<file path="src/rtl/seq_pattern_tx.sv">
// Serial pattern transmitter: shifts PATTERN out MSB first, `count` times, with start/ready/done handshake.
// Define SEQ_TX_GAP_EN to insert one idle cycle between consecutive repetitions.
module seq_pattern_tx #(
    parameter int unsigned           PAT_W   = 3,
    parameter logic [PAT_W-1:0]      PATTERN = 3'b101,
    parameter int unsigned           CNT_W   = 4
) (
    input  logic             clk,
    input  logic             rst,
    input  logic             start,
    input  logic [CNT_W-1:0] count,
    output logic             ready,
    output logic             x,
    output logic             valid,
    output logic             last,
    output logic             busy,
    output logic             done
);

    localparam int unsigned IDX_W = (PAT_W > 1) ? $clog2(PAT_W) : 1;

`ifdef SEQ_TX_GAP_EN
    typedef enum logic [1:0] {
        ST_IDLE = 2'd0,
        ST_SEND = 2'd1,
        ST_DONE = 2'd2,
        ST_GAP  = 2'd3
    } state_t;
`else
    typedef enum logic [1:0] {
        ST_IDLE = 2'd0,
        ST_SEND = 2'd1,
        ST_DONE = 2'd2
    } state_t;
`endif

    state_t             state, state_d;
    logic [IDX_W-1:0]   idx, idx_d;
    logic [CNT_W-1:0]   cnt, cnt_d;
    logic               x_d, valid_d, last_d, busy_d, done_d;

    // State, counters and registered outputs
    always_ff @(posedge clk) begin
        if (rst) begin
            state <= ST_IDLE;
            idx   <= '0;
            cnt   <= '0;
            x     <= 1'b0;
            valid <= 1'b0;
            last  <= 1'b0;
            busy  <= 1'b0;
            done  <= 1'b0;
        end else begin
            state <= state_d;
            idx   <= idx_d;
            cnt   <= cnt_d;
            x     <= x_d;
            valid <= valid_d;
            last  <= last_d;
            busy  <= busy_d;
            done  <= done_d;
        end
    end

    // Next state; outputs are precomputed from the next state so they are valid right after the edge
    always_comb begin
        state_d = state;
        idx_d   = idx;
        cnt_d   = cnt;
        x_d     = 1'b0;
        valid_d = 1'b0;
        last_d  = 1'b0;
        busy_d  = 1'b0;
        done_d  = 1'b0;

        case (state)
            ST_IDLE: begin
                if (start) begin
                    if (count != '0) begin
                        state_d = ST_SEND;
                        cnt_d   = count;
                        idx_d   = IDX_W'(PAT_W - 1);
                    end else begin
                        state_d = ST_DONE;
                    end
                end
            end
            ST_SEND: begin
                if (idx == '0) begin
                    if (cnt == CNT_W'(1)) begin
                        state_d = ST_DONE;
                        cnt_d   = '0;
                    end else begin
                        cnt_d   = cnt - CNT_W'(1);
                        idx_d   = IDX_W'(PAT_W - 1);
`ifdef SEQ_TX_GAP_EN
                        state_d = ST_GAP;
`else
                        state_d = ST_SEND;
`endif
                    end
                end else begin
                    idx_d = idx - IDX_W'(1);
                end
            end
`ifdef SEQ_TX_GAP_EN
            ST_GAP: begin
                state_d = ST_SEND;
            end
`endif
            ST_DONE: begin
                state_d = ST_IDLE;
            end
            default: begin
                state_d = ST_IDLE;
            end
        endcase

        valid_d = (state_d == ST_SEND);
        x_d     = valid_d & PATTERN[idx_d];
        last_d  = valid_d && (idx_d == '0);
        done_d  = (state_d == ST_DONE);
`ifdef SEQ_TX_GAP_EN
        busy_d  = (state_d == ST_SEND) || (state_d == ST_GAP);
`else
        busy_d  = (state_d == ST_SEND);
`endif
    end

    assign ready = (state == ST_IDLE);

endmodule

</file>
<file path="config.mk">
export PLATFORM = sky130hd
export DESIGN_NAME = seq_pattern_tx
export DESIGN_NICKNAME = d
export VERILOG_FILES = /design/src/rtl/seq_pattern_tx.sv
export SDC_FILE = /design/constraint.sdc
export NUM_CORES = 1
export LEC_CHECK = 0
export ABC_AREA = 1
export BUFFER_PORTS_ARGS = -buffer_cell sky130_fd_sc_hd__buf_2
export CAP_MARGIN = 20
export CORE_UTILIZATION = 46
export DETAILED_ROUTE_END_ITERATION = 10
export PLACE_DENSITY = 0.71
export SLEW_MARGIN = 20
export SYNTH_ARGS = -nofsm -noshare
export SYNTH_HDL_FRONTEND = slang
export SYNTH_SLANG_ARGS = --single-unit
</file>
<file path="constraint.sdc">
create_clock -name clk -period 0.99 [get_ports clk]
set_input_delay 0.198 -clock clk [delete_from_list [all_inputs] [get_ports clk]]
set_output_delay 0.198 -clock clk [all_outputs]
set_load 0.03 [all_outputs]
</file>
==> run summary <==
=====================================================================================
Status                                                                   finished, violations left
Violations in the final reports                                          setup timing
Worst Path Required                                                           1.20 ns
Final Wtd Congestion                                                            0.900
Cell Area, Synth                                                              668 um2
Library cells used by synthesis                                                    22
Maximum frequency from static timing analysis                                 903 MHz
All-layer global routing usage                                                  0.198
Most area-hungry cell type in the Yosys netlist                               dfxtp_1
Pre-Repair DR Iteration Count                                                       4
Worst-path clk slew                                                           0.08 ns
Min setup slack post-route                                                  -0.118 ns
Remaining global-route overflow                                                     0
Total count of max-transition violations in the final report                        0
Root buffer selected by CTS                                                  clkbuf_4
Fill cell count                                                                   115
Tightest Hold Check Type                                                    in -> reg
DP Wirelength                                                                 1.07 mm
Setup slack after placement                                                 -0.133 ns
Residual DRC count                                                                  0
Synth-to-Final Area Change                                                      39.9%
Antenna viol nets, final                                                            0
Nets in the synthesized netlist                                                   107
Ratio of cells with drive above 1 in the final layout                           0.463
Most common library cell in the layout ignoring fill and taps                 nand2_1
Initial antenna violation count                                                     0
Number of rows created at floorplan                                                13
Vias per cell                                                                    4.90
Worst Tran Pin Value                                                         0.236 ns
Pin count of the biggest net entering global routing                                8
Final setup violation count                                                        11
RSZ-0062 raised after global routing                                             true
Number of endpoints with negative hold slack in the final report                    0
Total wirelength of the detailed-routed design                                1.57 mm
Data arrival, critical path                                                   1.31 ns
Max VDD drop                                                                  1.12 mV
Final net count                                                                   131
Min cycle time layout                                                         1.11 ns
Clock buffer depth                                                                  2
#FFs+latches synth                                                                 12
Clock sink total                                                                   12
Slew Limit Headroom                                                             0.843
Type of element launching the critical path                                 flip-flop
Number of top-level pins                                                           13
Max-capacitance violation count                                                     0
Clock tree from TritonCTS                                                       built
Final standard cell area without fillers                                      935 um2
CTS Hold Buffers Added                                                              0
Global-route wire length before repair                                        2.03 mm
Worst Skew                                                                  0.0115 ns
Die area                                                                  0.00161 mm2
# port buffers                                                                     12
Sequential cell area fraction in the yosys report                               0.360
Source-to-sink clock delay at the later pin of the worst-skew pair            0.29 ns
Num CTS Buffers                                                                     3
Die width                                                                     40.1 um
Avg Inst Size Synth                                                          6.82 um2
Endpoint kind of the worst setup timing path                                flip-flop
# diodes                                                                            0
Count of synthesis-stage warnings from yosys                                        0
Classification of the worst setup path                                     reg -> reg
Via count of the first global-routing pass                                        500
Commonest cells after routing, fill and taps aside                       22 x nand2_1, 18 x nor2_1, 11 x buf_4
Count of routing violations after the opening detailed-route iteration             15
Proportion of netlist area held by the largest area contributor                 0.360
Worst-path fanout max                                                               7
Static leakage                                                               0.477 nW
Routed vias                                                                       667
Number of cells produced by synthesis                                              98
Areal power density over the cells                                        1660 mW/mm2
Core Area                                                                 0.00133 mm2
Detail-routed net length per standard cell                                    11.6 um
# Post-CTS Setup Buffers                                                            0
Post-route fraction of the period consumed by the critical path                  1.12
Placed cell areas                                                             807 um2
H-tree Lvls                                                                         1
Worst R2R Setup Slack                                                        -0.12 ns
Die Y                                                                         40.1 um
Starting Density                                                                0.501
Final hold slack                                                             0.113 ns
Largest cells by area after synthesis                                    dfxtp_1 36%, nand2_1 15%, nor2_1 11%, inv_1 6.2%, ha_1 3.7%
=====================================================================================
cells by family after synthesis:
family                     count (synthesis)  share of synthesized area
and+or+nand+nor                           64                      0.463
buffers and inverters                     14                     0.0843
DFF                                       12                      0.360
AOI/OAI and AO/OA                          5                     0.0431
adders and majority gates                  2                     0.0374
xor gates and xnor gates                   1                     0.0131
timing repair:
item	4_1_cts	5_1_grt
setup endpoints to repair	16	17
pin swaps	7	8
gates resized for setup	14	19
flip-flops by register name, summed over array words and instances (netlist names):
| register | cells |
|---|---|
| done | 1 |
| cnt | 4 |
| x | 1 |
| busy | 1 |
| last | 1 |
| state | 2 |
| idx | 2 |
worst paths after layout:
path | from | to | cells after the start
setup / recovery | state[0] | last | 6
hold / removal | rst | state[1] | 2
setup reg to reg | state[0] | last | 6
hold reg to reg | cnt[3] | cnt[3] | 4
per-stage QoR:
stage,power [mW],TNS [ns],instances,utilization
global placement,1.03,-0.730,132,0.605
global route,1.63,-1.76,136,0.701
detailed placement,1.04,-0.990,132,0.605
finish,1.55,-1.00,136,0.701
floorplan,0.906,-0.225,98,-
CTS,1.47,-1.10,136,0.657
synthesized netlist by cell type:
library cell / count
nand2_1: 27
nor2_1: 20
dfxtp_1: 12
inv_1: 11
nand3_1: 4
ha_1: 2
inv_2: 2
nand2_2: 2
nand3_2: 2
nand4_1: 2
nor2_2: 2
o21ai_1: 2
a21oi_1: 1
buf_4: 1
nand2_4: 1
nand3_4: 1
nor2_4: 1
nor3_1: 1
nor3_2: 1
o21ai_0: 1
o21ai_2: 1
xnor2_1: 1
critical path, cell delays in order, from the launching register on:
cell	delay [ns]
dfxtp_4	0.38
inv_2	0.05
nor2_4	0.20
nor2_1	0.07
nand2_1	0.10
nand2_2	0.07
nor3_2	0.17
metal layers:
metal	global-route usage	vias to the layer above	wire length, um
met4	0.129	0	12
met1	0.251	291	774
met3	0.0500	2	62
met2	0.294	23	723
met5	0	-	0
li1	-	351	-
power breakdown:
| part | switching (mW) | internal [mW] | leakage [nW] |
|---|---|---|---|
| clock network | 0.188 | 0.224 | 0.0210 |
| logic | 0.323 | 0.235 | 0.354 |
| registers | 0.0459 | 0.537 | 0.101 |
| total | 0.557 | 0.996 | 0.477 |
area by class of cell:
cell class | count | area (um2) | share of cell area
Clock buffer | 4 | 36.3 | 0.0388
Inverter | 13 | 51.3 | 0.0549
Multi-Input combinational cell | 72 | 430 | 0.461
Sequential cell | 12 | 251 | 0.269
Tap cell | 15 | 18.8 | 0.0201
Timing Repair Buffer | 20 | 146 | 0.157
No activity file was read; power rests on OpenSTA's default activity.
